$ cat src/rtl/dmem_port_arbiter_pkg.sv
// Shared constants and state encoding for the data-memory port arbiter.
// The byte-enable width is also used by the core's dm_be decode.
package dmem_port_arbiter_pkg;

  localparam int BE_W             = 4;
  localparam int DEF_STARVE_LIMIT = 16;

  typedef enum logic [0:0] {
    ARB_NORMAL = 1'b0,
    ARB_FORCE  = 1'b1
  } arb_state_e;

endpackage

$ cat src/rtl/dmem_port_arbiter_wait_counter.sv
// Saturating wait counter for the secondary requester.
// It also raises the starved flag once the wait reaches LIMIT.
module arb_wait_counter #(
  parameter int LIMIT = 16,
  parameter int CNT_W = 8
) (
  input  logic clk,
  input  logic resetb,
  input  logic inc,
  input  logic clr,
  output logic starved
);

  localparam logic [CNT_W-1:0] LIM = CNT_W'(LIMIT);

  logic [CNT_W-1:0] wcnt;
  logic [CNT_W-1:0] wcnt_next;

  // next count: clear wins, otherwise count up and hold at LIMIT
  always_comb begin
    wcnt_next = wcnt;
    if (clr) begin
      wcnt_next = {CNT_W{1'b0}};
    end else if (inc && (wcnt != LIM)) begin
      wcnt_next = wcnt + CNT_W'(1);
    end else begin
      wcnt_next = wcnt;
    end
  end

  // count register
  always_ff @(posedge clk or negedge resetb) begin
    if (!resetb) begin
      wcnt <= {CNT_W{1'b0}};
    end else begin
      wcnt <= wcnt_next;
    end
  end

  assign starved = (wcnt == LIM);

endmodule

$ cat src/rtl/dmem_port_arbiter.sv
// Shares the MMU data port between the core (priority) and a secondary master.
// A starved secondary request steals one cycle by stalling the core.
module dmem_port_arbiter
  import dmem_port_arbiter_pkg::*;
#(
  parameter int STARVE_LIMIT = DEF_STARVE_LIMIT,
  parameter int CNT_W        = 8
) (
  input  logic            clk,
  input  logic            resetb,
  input  logic            core_we,
  input  logic [BE_W-1:0] core_be,
  input  logic            core_is_signed,
  input  logic [31:0]     core_addr,
  input  logic [31:0]     core_di,
  output logic [31:0]     core_do,
  output logic            core_stall,
  input  logic            sec_req,
  input  logic            sec_we,
  input  logic [BE_W-1:0] sec_be,
  input  logic [31:0]     sec_addr,
  input  logic [31:0]     sec_di,
  output logic            sec_gnt,
  output logic            sec_rvalid,
  output logic [31:0]     sec_do,
  output logic            sec_starved,
  output logic            mem_we,
  output logic [BE_W-1:0] mem_be,
  output logic            mem_is_signed,
  output logic [31:0]     mem_addr,
  output logic [31:0]     mem_di,
  input  logic [31:0]     mem_do
);

  arb_state_e      state_r;
  arb_state_e      state_next;
  logic            rd_pend_r;
  logic            core_act_s;
  logic            starved_s;
  logic            wait_inc_s;
  logic            gnt_s;
  logic            stall_s;
  logic            mem_we_s;
  logic [BE_W-1:0] mem_be_s;

  assign core_act_s = (|core_be) | core_we;
  assign wait_inc_s = sec_req & ~sec_gnt;

  arb_wait_counter #(
    .LIMIT (STARVE_LIMIT),
    .CNT_W (CNT_W)
  ) u_wait_cnt (
    .clk     (clk),
    .resetb  (resetb),
    .inc     (wait_inc_s),
    .clr     (~wait_inc_s),
    .starved (starved_s)
  );

  // port mux and next-state decode
  always_comb begin
    state_next    = state_r;
    gnt_s         = 1'b0;
    stall_s       = 1'b0;
    mem_we_s      = 1'b0;
    mem_be_s      = {BE_W{1'b0}};
    mem_is_signed = 1'b0;
    mem_addr      = 32'h0;
    mem_di        = 32'h0;
    case (state_r)
      ARB_NORMAL: begin
        if (core_act_s) begin
          mem_we_s      = core_we;
          mem_be_s      = core_be;
          mem_is_signed = core_is_signed;
          mem_addr      = core_addr;
          mem_di        = core_di;
        end else if (sec_req) begin
          gnt_s    = 1'b1;
          mem_we_s = sec_we;
          mem_be_s = sec_be;
          mem_addr = sec_addr;
          mem_di   = sec_di;
        end else begin
          mem_we_s = 1'b0;
          mem_be_s = {BE_W{1'b0}};
        end
        if (starved_s && sec_req && core_act_s) begin
          state_next = ARB_FORCE;
        end else begin
          state_next = ARB_NORMAL;
        end
      end
      // the core replays its access after the stall, so its inputs are dropped here
      ARB_FORCE: begin
        stall_s    = 1'b1;
        gnt_s      = 1'b1;
        mem_we_s   = sec_we;
        mem_be_s   = sec_be;
        mem_addr   = sec_addr;
        mem_di     = sec_di;
        state_next = ARB_NORMAL;
      end
      default: begin
        state_next = ARB_NORMAL;
      end
    endcase
  end

  assign sec_gnt    = gnt_s & resetb;
  assign core_stall = stall_s & resetb;
  assign mem_we     = mem_we_s & resetb;
  assign mem_be     = mem_be_s & {BE_W{resetb}};

  // arbitration state
  always_ff @(posedge clk or negedge resetb) begin
    if (!resetb) begin
      state_r <= ARB_NORMAL;
    end else begin
      state_r <= state_next;
    end
  end

  // marks a granted secondary read whose data returns next cycle
  always_ff @(posedge clk or negedge resetb) begin
    if (!resetb) begin
      rd_pend_r <= 1'b0;
    end else begin
      rd_pend_r <= sec_gnt & ~sec_we;
    end
  end

  assign sec_rvalid  = rd_pend_r;
  assign sec_do      = rd_pend_r ? mem_do : 32'h0;
  assign sec_starved = starved_s;
  assign core_do     = mem_do;

endmodule

$ cat config.mk
export PLATFORM = sky130hd
export DESIGN_NAME = dmem_port_arbiter
export DESIGN_NICKNAME = d
export VERILOG_FILES = /design/src/rtl/dmem_port_arbiter_pkg.sv /design/src/rtl/dmem_port_arbiter_wait_counter.sv /design/src/rtl/dmem_port_arbiter.sv
export SDC_FILE = /design/constraint.sdc
export NUM_CORES = 1
export LEC_CHECK = 0
export ABC_AREA = 0
export BUFFER_PORTS_ARGS = -buffer_cell sky130_fd_sc_hd__buf_2
export CORE_AREA = 2 2 121 123
export DETAILED_ROUTE_END_ITERATION = 8
export DIE_AREA = 0 0 123 125
export PLACE_DENSITY = 0.57
export REMOVE_ABC_BUFFERS = 1
export SYNTH_ARGS = -nofsm -noshare
export SYNTH_HDL_FRONTEND = slang
export SYNTH_SLANG_ARGS = --single-unit
export TNS_END_PERCENT = 5
$ cat constraint.sdc
create_clock -name clk -period 5.3 [get_ports clk]
set_input_delay 1.325 -clock clk [delete_from_list [all_inputs] [get_ports clk]]
set_output_delay 1.325 -clock clk [all_outputs]
set_load 0.01 [all_outputs]
; ---- After elaboration in Yosys (flattened, before gate mapping)
; Cells that the tools add are included.
; W data, S select, Z words.
[word_totals]
register_bits = 10
in_bits = 174
out_inout_bits = 138
wordCells = 44
[classes]
n_addsub = 1
n_eq_ne = 3
mux = 23
n_bitwise = 10
reduce_logical = 4
[op_table]
columns = operator, n
row1 = $mux W32, 5
row2 = $pmux W32 S2, 2
row3 = $mux W8, 2
row4 = $add A8 B1 Y8 const B, 1
row5 = $eq A8 B5 Y1 const B, 1
row6 = $mux W1, 8
row7 = $mux W4, 2
row8 = $ne A8 B5 Y1 const B, 1
row9 = $pmux W4 S2, 1
row10 = $pmux W1 S2, 3
row11 = $and A1 B1 Y1, 5
row12 = $and A4 B4 Y4, 1
row13 = $reduce_or A4 Y1, 1
row14 = $logic_and A1 B1 Y1, 3
row15 = $not A1 Y1, 3
row16 = $ne A2 B2 Y1 const B, 1
row17 = $or A1 B1 Y1, 1

; ---- Logic depth before layout (Yosys ltp)
; Gate-level depths: netlist of the first run.
[depth]
word_depth = 10
mapped_depth = 6
mapped_depth_nobuf = 5

; ---- By module
; From an unflattened synthesis of the first run, not the netlist that was laid out.
[unflattened]
hier_cells = 226
area_unflattened_um2 = 1829.3
[modules_own_cells]
columns = module, n_inst, cells_per_inst, area_each_um2
row1 = dmem_port_arbiter, 1, 178, 1363.8
row2 = arb_wait_counter, 1, 48, 465.4

; ---- Worst setup path after synthesis of the first run
; Ideal clock, no wire load.
[synth_path]
path_type = input port to output port
start = input port core_be[0]
end = output port mem_addr[0]
arrival_ns = 2.386
required_ns = 3.975
setup_slack_ns = 1.589
path_stages = 6
path_buffers = 3
path_cell_list = nor3_4 -> a21o_1 -> buf_4 -> buf_12 -> buf_12 -> mux2i_1
[synth_via]
elab_chain_len = 4
[synth_lines]
columns = element, line
row1 = start: declaration, dmem_port_arbiter.sv:12  ; input logic [BE_W-1:0] core_be,
row2 = $reduce_or A4 Y1, dmem_port_arbiter.sv:46  ; assign core_act_s = (|core_be) | core_we;
row3 = $or A1 B1 Y1, dmem_port_arbiter.sv:46
row4 = $mux W32, dmem_port_arbiter.sv:72  ; if (core_act_s) begin
row5 = $pmux W32 S2, dmem_port_arbiter.sv:70  ; case (state_r)
row6 = end: declaration, dmem_port_arbiter.sv:30  ; output logic [31:0] mem_addr,
; Every way passes these cells.

; ---- Final worst setup path of the first run
[layout_path]
start = input port core_be[0]
end = output port mem_di[2]
[layout_via]
elab_chain_len = 4
[layout_lines]
columns = element, line
row1 = $reduce_or A4 Y1, dmem_port_arbiter.sv:46
row2 = $or A1 B1 Y1, dmem_port_arbiter.sv:46
row3 = $mux W32, dmem_port_arbiter.sv:72
row4 = $pmux W32 S2, dmem_port_arbiter.sv:70
row5 = end: declaration, dmem_port_arbiter.sv:31  ; output logic [31:0] mem_di,
; Every way passes these cells.

==> results of run 1 <==
[registers in the layout, indices dropped and copies added, names as in the netlist]
name             flops
u_wait_cnt.wcnt      8
sec_rvalid           1
state_r              1
[metrics by stage]
stage | TNS, ns | cell area [sq um]
CTS | 0 | 3950
floorplan | -0.0631 | 2010
finish | 0 | 3950
global route | 0 | 3950
global placement | 0 | 3870
detailed placement | 0 | 3870
[final cells by class]
class,count,share of cell area
inverters,69,0.0655
multi-input cells,225,0.383
clock buffers,3,0.0190
well taps,184,0.0583
diodes,1,0.000633
flip-flops and latches,10,0.0633
repair buffers,318,0.410
[tightest hold or removal path: stages, from the launching register on]
cell	delay, ns
dfrtp_1	0.40
o21ai_0	0.08
a21oi_1	0.06
[metal layers]
layer  track usage  share of wire  up-vias
met2         0.280           0.54      197
met1         0.153           0.38     1331
li1              -              -     1615
met5             0              0        -
met3       0.00639          0.067       13
met4        0.0381          0.016        0
[synthesized netlist by cell type (all sizes together)]
| cell type | n |
|---|---|
| a211o | 1 |
| a21boi | 3 |
| a21o | 1 |
| a21oi | 9 |
| a311o | 1 |
| and2 | 33 |
| buf | 46 |
| clkbuf | 6 |
| dfrtp | 10 |
| ha | 2 |
| inv | 69 |
| mux2i | 67 |
| nand2 | 66 |
| nand3 | 10 |
| nand4 | 1 |
| nor2 | 7 |
| nor2b | 3 |
| nor3 | 1 |
| nor3b | 3 |
| nor4 | 1 |
| nor4b | 1 |
| o21ai | 7 |
| or2 | 1 |
| or3 | 3 |
| or3b | 1 |
| or4b | 1 |
| xor2 | 2 |
[where the power goes]
group / switching [uW] / internal (uW) / total [uW]
logic: 108 / 107 / 215
registers: 3.83 / 78.7 / 82.5
clock network: 35.9 / 97.9 / 134
total: 148 / 284 / 431
[final timing paths]
check	startpoint	endpoint
max	core_be[0]	mem_di[2]
min	u_wait_cnt.wcnt[6]$_DFFE_PN0P_	u_wait_cnt.wcnt[6]$_DFFE_PN0P_
max reg2reg	u_wait_cnt.wcnt[0]$_DFFE_PN0P_	u_wait_cnt.wcnt[0]$_DFFE_PN0P_
min reg2reg	u_wait_cnt.wcnt[6]$_DFFE_PN0P_	u_wait_cnt.wcnt[6]$_DFFE_PN0P_
max in group asynchronous	resetb	u_wait_cnt.wcnt[5]$_DFFE_PN0P_
min in group asynchronous	resetb	u_wait_cnt.wcnt[6]$_DFFE_PN0P_
[cell families (layout without fill, tap and decap cells)]
family | count (synthesis) | count (layout) | synth area share
AO/OA/AOI/OAI | 22 | 22 | 0.0529
XOR/XNOR | 2 | 2 | 0.00720
adder cells (fa/ha/maj) | 2 | 2 | 0.0103
buffers and inverters | 121 | 390 | 0.279
flip-flops | 10 | 10 | 0.103
multiplexers | 67 | 67 | 0.275
other | 0 | 1 | 0
AND/OR/NAND/NOR | 132 | 132 | 0.272
==> reports/metrics.cfg, run 1 <==
[status]
status = finished, final reports clean

[place]
pre_cts_ws_ns = 1.08
port_buffers = 311
dp_hpwl_microns = 9870
dp_cells = 806
place_congestion = 0.778

[sta]
rsz0062_at_grt = false
max_freq_mhz = 237
hold_ws_ns = 0.589
setup_viol = 0
min_period_ns = 4.22
setup_ws_ns = 1.08
worst_pin_slew_ns = 0.758
finalHoldViolCount = 0
slew_headroom = 0.495
clock_skew_ns = 0.00350
final_max_slew_viol_count = 0
fin_crit_sh = 0.797

[setup_path]
worst_path_largest_cell_delay_ns = 0.41
reg2reg_setup_slack_ns = 3.75
crit_slowest_cell = a21o_4
cp.arrival_ns = 2.90
worstPathCellList = buf_2 -> nor3_4 -> a21o_4 -> buf_12 -> mux2i_1 -> buf_2
worst_path_most_repeated_cell = buf_2
critical_path_required_ns = 3.97
start_kind = input pin
crit_family = buffers and inverters
crit_type = in -> out
worstSetupEndpointType = output pin
worstSetupPathDepth = 6
cp_max_fo = 37
path_buf_inv = 3
reg2regPathDepth = 5

[clock_network]
ctsHoldBuffers = 0
cts_root_buffer = clkbuf_16
clockBufferDepth = 2
path_clk_slew_ns = 0.04
worstSkewPairLatency_ns = 0.24
cts_tree = built
cts_sinks = 10
postCtsSetupBuffers = 0
postCtsResizedCells = 0
htreeDepth = 1
cts-buffers-inserted = 3

[yosys]
synth.avg_cell_area_sq_um = 6.84
yosys.area.top_type_share = 0.275
synth_seq_cells = 10
ys_warn_count = 0
yosysTopAreaCell = mux2i_1
netlist_instances = 356
synthDistinctLibCells = 30
synth.area.top_cells = mux2i_1 (28%), buf_4 (11%), inv_1 (11%)
netlist_area_sq_mm = 0.00243
yosysSeqAreaShare = 0.103

[cells_and_area]
multi_input_area_sq_mm = 0.00151
fin_nets = 803
finish.utilization = 0.278
stdcell_count = 810
drive_above_1_share = 0.523
mostFrequentLayoutCells = buf_2 (311), inv_1 (69), mux2i_1 (67), nand2_1 (66), and2_1 (33)
syn_to_final_growth_pct = 62.3
final_common_cell = buf_2
seq_area_sq_um = 250
fillCellCount = 1615

[power]
p_per_area_mw_per_mm2 = 109
p_total_uw = 431
leakagePower_uw = 0.00233
vdd_drop_max_mv = 0.0936

[floorplanning]
die_h_microns = 125
start_util = 0.171
rows = 44
pin_count = 312
die_x_microns = 123
core_area_sq_mm = 0.0142
dieArea_sq_mm = 0.0154

[drt]
routed_wl_microns = 11100
dr.pass1.iters = 4
vias = 3156
wl_per_cell_microns = 13.8
viasPerCell = 3.90
ant_nets = 0
route.detailed.drc = 0
drt_iter0_drc = 79

[global_route]
overflow = 0
grt_pass1_vias = 2987
antenna_found_initial = 5
grt_first_pass_wirelength_microns = 16100
grt_usage = 0.139
grt_max_degree = 39

[run]
max_cap_violations = 0

[hold_path]
whs_path_depth = 2
worstHoldPathType = reg -> reg

(Power assumes the default switching activity.)
==> inputs of run 2 (changes only) <==
--- a/config.mk
+++ b/config.mk
@@ -5,11 +5,11 @@
 export SDC_FILE = /design/constraint.sdc
 export NUM_CORES = 1
 export LEC_CHECK = 0
-export ABC_AREA = 0
+export ABC_AREA = 1
 export BUFFER_PORTS_ARGS = -buffer_cell sky130_fd_sc_hd__buf_2
-export CORE_AREA = 2 2 121 123
+export CORE_AREA = 2 2 119 121
 export DETAILED_ROUTE_END_ITERATION = 8
-export DIE_AREA = 0 0 123 125
+export DIE_AREA = 0 0 121 123
 export PLACE_DENSITY = 0.57
 export REMOVE_ABC_BUFFERS = 1
 export SYNTH_ARGS = -nofsm -noshare
==> constraint.sdc (replaced) <==
create_clock -name clk -period 4.1 [get_ports clk]
set_input_delay 1.025 -clock clk [delete_from_list [all_inputs] [get_ports clk]]
set_output_delay 1.025 -clock clk [all_outputs]
set_load 0.01 [all_outputs]
==> run 2 against run 1 <==
- count of clock-buffer cells in the layout is the same
- first-iteration DRC count increased by 130%
- flip-flop and latch count stayed put
- worst setup slack worse by 0.48 ns
- global-route usage decreased by 2.1 points
- via count is 11% higher
- cell count increased by 5.3%
- largest cell class unchanged
- highest routed layer unchanged
==> reports/metrics.cfg, run 2 <==
[yosys]
synth.avg_cell_area_sq_um = 5.39
synth_common_cells = nand3_1 (123), nand2_1 (121), inv_1 (55), buf_4 (34), buf_2 (21)
synth.area.top_cells = nand3_1 (27%), nand2_1 (20%), buf_4 (11%)
synth_compound_gate_area_share = 0.0167
synth_mux_area_frac = 0
yosys.area.top_type_share = 0.274
netlist_instances = 417
synth_adder_area_share = 0.0111
ys_warn_count = 0
synth_edf_count = 0
async_flop_share = 1.00
synth_seq_cells = 10
yosysMostFrequentCell = nand3_1
synth_top_family_by_area = simple AND/OR/NAND/NOR gates
synthXorXnorAreaFrac = 0.00780
synthDistinctLibCells = 18
yosysSeqAreaShare = 0.111
yosysTopAreaCell = nand3_1
netlist_area_sq_mm = 0.00225
yosys.area_share.simple = 0.569
ys.flop_type = dfrtp_1

[status]
status = finished, final reports clean

[drt]
drt_iter0_drc = 181
routed_wl_microns = 10200
route.detailed.drc = 0
wl_per_cell_microns = 12.0
dr.pass1.iters = 5
vias = 3508
ant_nets = 0
viasPerCell = 4.11

[hold_path]
worstHoldPathType = reg -> reg
hold_start = u_wait_cnt.wcnt[6]$_DFFE_PN0P_

[place]
dp_hpwl_microns = 8200
place_congestion = 0.752
port_buffers = 311
postPlaceCellArea_sq_mm = 0.00369

[cells_and_area]
mostFrequentLayoutCells = buf_2 (311), nand3_1 (122), nand2_1 (121), inv_1 (54), nor2_1 (17)
fin_nets = 851
top_register = u_wait_cnt.wcnt
finish.utilization = 0.277
drive_above_1_share = 0.496
design_area_sq_mm = 0.00376
final_common_cell = buf_2
syn_to_final_growth_pct = 67.5
n_antenna_cell = 0
largest_register_ffs = 8

[floorplanning]
dieArea_sq_mm = 0.0149
rows = 43
start_util = 0.165
die_x_microns = 121
die_h_microns = 123
core_area_sq_mm = 0.0136
pin_count = 312

[sta]
max_freq_mhz = 286
setup_viol = 0
slew_headroom = 0.364
worst_pin_slew_ns = 0.954
rsz0062_at_grt = false
min_period_ns = 3.50
clock_skew_ns = 0.00134
final_max_slew_viol_count = 0
fin_crit_sh = 0.854
finalHoldViolCount = 0

[power]
vdd_drop_max_mv = 0.0979
p_per_area_mw_per_mm2 = 143
leakagePower_uw = 0.00260
p_clk_frac = 0.312
internal_power_uw = 358
p_total_uw = 537
pwr-share-comb = 0.493
power_frac_seq = 0.195
power.switching_uw = 180
swShare = 0.335

[setup_path]
crit_family = simple AND/OR/NAND/NOR gates
cp_max_fo = 20
worstPathCellList = buf_2 -> nor2_1 -> nand3_2 -> nand2_2 -> buf_4 -> nand3_2 -> o21ai_0 -> buf_2
worstSetupEndpointType = output pin
worst_path_largest_cell_delay_ns = 0.24
crit_slowest_cell = buf_4
crit_type = in -> out
cp.arrival_ns = 2.48
path_buf_inv = 3
critical_path_required_ns = 3.07
start_kind = input pin
critPathLaunch = core_be[3]
worstReg2RegStart = state_r$_DFF_PN0_

[global_route]
grt_first_pass_wirelength_microns = 14400
overflow = 0
grt_pass1_vias = 2895
antenna_found_initial = 0
grt_max_degree = 65
grt_usage = 0.118

[clock_network]
clockBufferDepth = 2
path_clk_slew_ns = 0.04
cts_tree = built
worstSkewPairLatency_ns = 0.23
cts_root_buffer = clkbuf_16
ctsHoldBuffers = 0
postCtsSetupBuffers = 0
cts_sinks = 10
cts-buffers-inserted = 3
postCtsResizedCells = 0
htreeDepth = 1

[run]
max_cap_violations = 0

==> run 2: cell count changes after synthesis, moves of 4 or more <==
cell and delta:
buf_12 -5, nor2_1 +10, nand3_2 +11, and2_1 -33
nand2_1 +55, inv_1 -14, a21oi_1 -9, mux2i_1 -67
buf_6 +4, nand3_1 +113, buf_2 +17
==> run 2: logic make-up after synthesis <==
kind of cell | after synthesis
xor+xnor | 2
flops | 10
simple gates | 278
compound gates | 7
fa+ha+maj | 2
buf+inv | 118
==> run 2: layer usage <==
layer / track usage / vias to the layer above / wire [microns]
met5: 0 / - / 0
met4: 0.0153 / 0 / 62
met3: 0.0161 / 6 / 762
met2: 0.195 / 143 / 5000
met1: 0.167 / 1560 / 4410
li1: - / 1799 / -
==> run 2: final cells by class <==
cell class / count / area, sq um
Fill cell: 1574 / 9850
Timing Repair Buffer: 316 / 1640
Multi-Input combinational cell: 289 / 1360
Sequential cell: 10 / 250
Tap cell: 180 / 225
Inverter: 55 / 206
Clock buffer: 3 / 75.1
==> run 2: power groups by stage <==
stage | clock, uW | combinational, uW | sequential (uW)
finish | 168 | 265 | 105
global route | 174 | 295 | 106
CTS | 172 | 268 | 105
detailed placement | 0 | 266 | 106
global placement | 0 | 267 | 106
floorplan | 0 | 90.5 | 105
==> run 2: tightest hold or removal path, stage by stage, from the launching register on <==
cell and delay [ns]:
dfrtp_1 0.38, nand2_1 0.07, nand2_1 0.06, nor2_1 0.04
==> run 2: metrics by stage <==
step	cells	worst slack [ns]	hold WS (ns)	TNS, ns
floorplan	354	-1.00	0.538	-49.70
global placement	850	0.464	0.577	0
detailed placement	850	0.489	0.572	0
CTS	853	0.491	0.580	0
global route	853	0.346	0.614	0
finish	853	0.598	0.581	0
==> run 2: path summary, 6_finish.rpt <==
path	to	slack, ns	depth (start not counted)
max reg2reg	u_wait_cnt.wcnt[2]$_DFFE_PN0P_	2.45	6
max in group asynchronous	u_wait_cnt.wcnt[0]$_DFFE_PN0P_	3.21	1
min in group asynchronous	u_wait_cnt.wcnt[5]$_DFFE_PN0P_	0.67	1
max	mem_be[1]	0.60	8
min reg2reg	u_wait_cnt.wcnt[6]$_DFFE_PN0P_	0.58	3
min	u_wait_cnt.wcnt[6]$_DFFE_PN0P_	0.58	3
==> inputs of run 3 (changes only) <==
--- a/config.mk
+++ b/config.mk
@@ -5,12 +5,11 @@
 export SDC_FILE = /design/constraint.sdc
 export NUM_CORES = 1
 export LEC_CHECK = 0
-export ABC_AREA = 1
 export BUFFER_PORTS_ARGS = -buffer_cell sky130_fd_sc_hd__buf_2
-export CORE_AREA = 2 2 119 121
+export CORE_AREA = 2 2 122 124
 export DETAILED_ROUTE_END_ITERATION = 8
-export DIE_AREA = 0 0 121 123
-export PLACE_DENSITY = 0.57
+export DIE_AREA = 0 0 124 126
+export PLACE_DENSITY = 0.56
 export REMOVE_ABC_BUFFERS = 1
 export SYNTH_ARGS = -nofsm -noshare
 export SYNTH_HDL_FRONTEND = slang
==> run 3 against run 2 <==
- critical path depth fell by 2
- power rose by 3.7%
- via count fell by 10%
- non-clock buffer count rose by 1
- first-iteration DRC count fell by 76%
- cell count fell by 5.2%
- register-to-register slack improved by 0.10 ns
- maximum frequency fell by 0.14%
- design area rose by 5.4%
- utilization rose by 0.068 points
- count of clock-buffer cells in the layout did not move
- critical path type unchanged
==> reports/metrics.cfg, run 3 (synthesized netlist as in run 1, its figures left out) <==
[place]
pre_cts_ws_ns = 0.520
postPlaceCellArea_sq_mm = 0.00389
dp_hpwl_microns = 8850
dp_cells = 805
place_congestion = 0.815
port_buffers = 311

[floorplanning]
die_h_microns = 126
rows = 44
die_x_microns = 124
pin_count = 312
start_util = 0.170
dieArea_sq_mm = 0.0156
core_area_sq_mm = 0.0143

[power]
leakagePower_uw = 0.00233
vdd_drop_max_mv = 0.0890
p_per_area_mw_per_mm2 = 140

[global_route]
overflow = 0
grt_usage = 0.121
grt_first_pass_wirelength_microns = 14700
grt_pass1_vias = 2898
grt_max_degree = 65
antenna_found_initial = 2

[sta]
finalHoldViolCount = 0
tns_ns = 0
setup_viol = 0
final_max_slew_viol_count = 0
setup_ws_ns = 0.593
clock_skew_ns = 0.00111
slew_headroom = 0.525
rsz0062_at_grt = false
fin_crit_sh = 0.855
max_freq_mhz = 285
min_period_ns = 3.51
worst_pin_slew_ns = 0.713

[drt]
routed_wl_microns = 10300
wl_met2_microns = 5500
dr.pass1.iters = 4
routed.top_layer = met4
drt_iter0_drc = 44
vias = 3155
wl_per_cell_microns = 12.8
ant_nets = 0
dr_wl_met3_microns = 796
route.detailed.drc = 0
viasPerCell = 3.90
wl_met1_microns = 3910

[setup_path]
cp.arrival_ns = 2.48
critPathLaunch = core_be[3]
worstReg2RegStart = u_wait_cnt.wcnt[0]$_DFFE_PN0P_
worstSetupEndpointType = output pin
start_kind = input pin
cp_max_fo = 22
crit_type = in -> out
critical_path_required_ns = 3.07

[cells_and_area]
final_common_cell = buf_2
mostFrequentLayoutCells = buf_2 (311), inv_1 (69), mux2i_1 (67), nand2_1 (66), and2_1 (33)
largest_register_ffs = 8
stdcell_count = 809
design_area_sq_mm = 0.00397
drive_above_1_share = 0.522
fin_nets = 802
finish.utilization = 0.277
syn_to_final_growth_pct = 63.0
top_register = u_wait_cnt.wcnt

[clock_network]
clockBufferDepth = 2
htreeDepth = 1
cts-buffers-inserted = 3
postCtsResizedCells = 0
worstSkewPairLatency_ns = 0.24
cts_tree = built
cts_sinks = 10
path_clk_slew_ns = 0.04
cts_root_buffer = clkbuf_16
ctsHoldBuffers = 0
postCtsSetupBuffers = 0

[hold_path]
worstHoldPathType = reg -> reg
hold_start = u_wait_cnt.wcnt[6]$_DFFE_PN0P_

[status]
status = finished, final reports clean

[run]
max_cap_violations = 0

-- run 3: cell count changes in the layout (fill, tap and decap cells not counted), sizes merged, moves of 9 or more --
cell	delta
nor2	-10
mux2i	+67
and2	+33
nand3	-124
a21oi	+9
nand2	-57
inv	+14
-- run 3: final cells by class --
type,count,area (sq um)
fillers,1644,10300
repair buffers,317,1640
inverters,69,259
clock buffers,3,75.1
flip-flops and latches,10,250
well taps,184,230
multi-input cells,225,1510
diodes,1,2.50
-- run 3: worst paths after layout --
kind	slack, ns	endpoint	cells after the start
worst max-delay path	0.59	mem_addr[22]	6
worst min-delay path	0.59	u_wait_cnt.wcnt[6]$_DFFE_PN0P_	2
worst max register to register	2.55	u_wait_cnt.wcnt[1]$_DFFE_PN0P_	5
worst min register to register	0.59	u_wait_cnt.wcnt[6]$_DFFE_PN0P_	2
max in group asynchronous	3.11	u_wait_cnt.wcnt[5]$_DFFE_PN0P_	1
min in group asynchronous	0.71	u_wait_cnt.wcnt[3]$_DFFE_PN0P_	1
-- run 3: critical path, cell delays in order --
cell,delay (ns)
buf_2,0.12
nor2_1,0.30
a21o_4,0.40
buf_12,0.24
mux2i_1,0.22
buf_2,0.15
-- run 3: power breakdown --
part           internal, uW  switching [uW]  total (uW)
Combinational           139             141         279
Clock                   126            45.6         172
Sequential              102            4.51         106
-- run 3: through the flow --
stage | hold slack, ns | total power (uW)
finish | 0.587 | 558
global route | 0.637 | 603
CTS | 0.587 | 569
detailed placement | 0.581 | 391
global placement | 0.571 | 391
floorplan | 0.541 | 212
-- run 3: metal layers --
metal	track usage	vias to the layer above
met3	0.0104	8
met2	0.247	197
li1	-	1610
met4	0.0284	0
met5	0	-
met1	0.130	1340
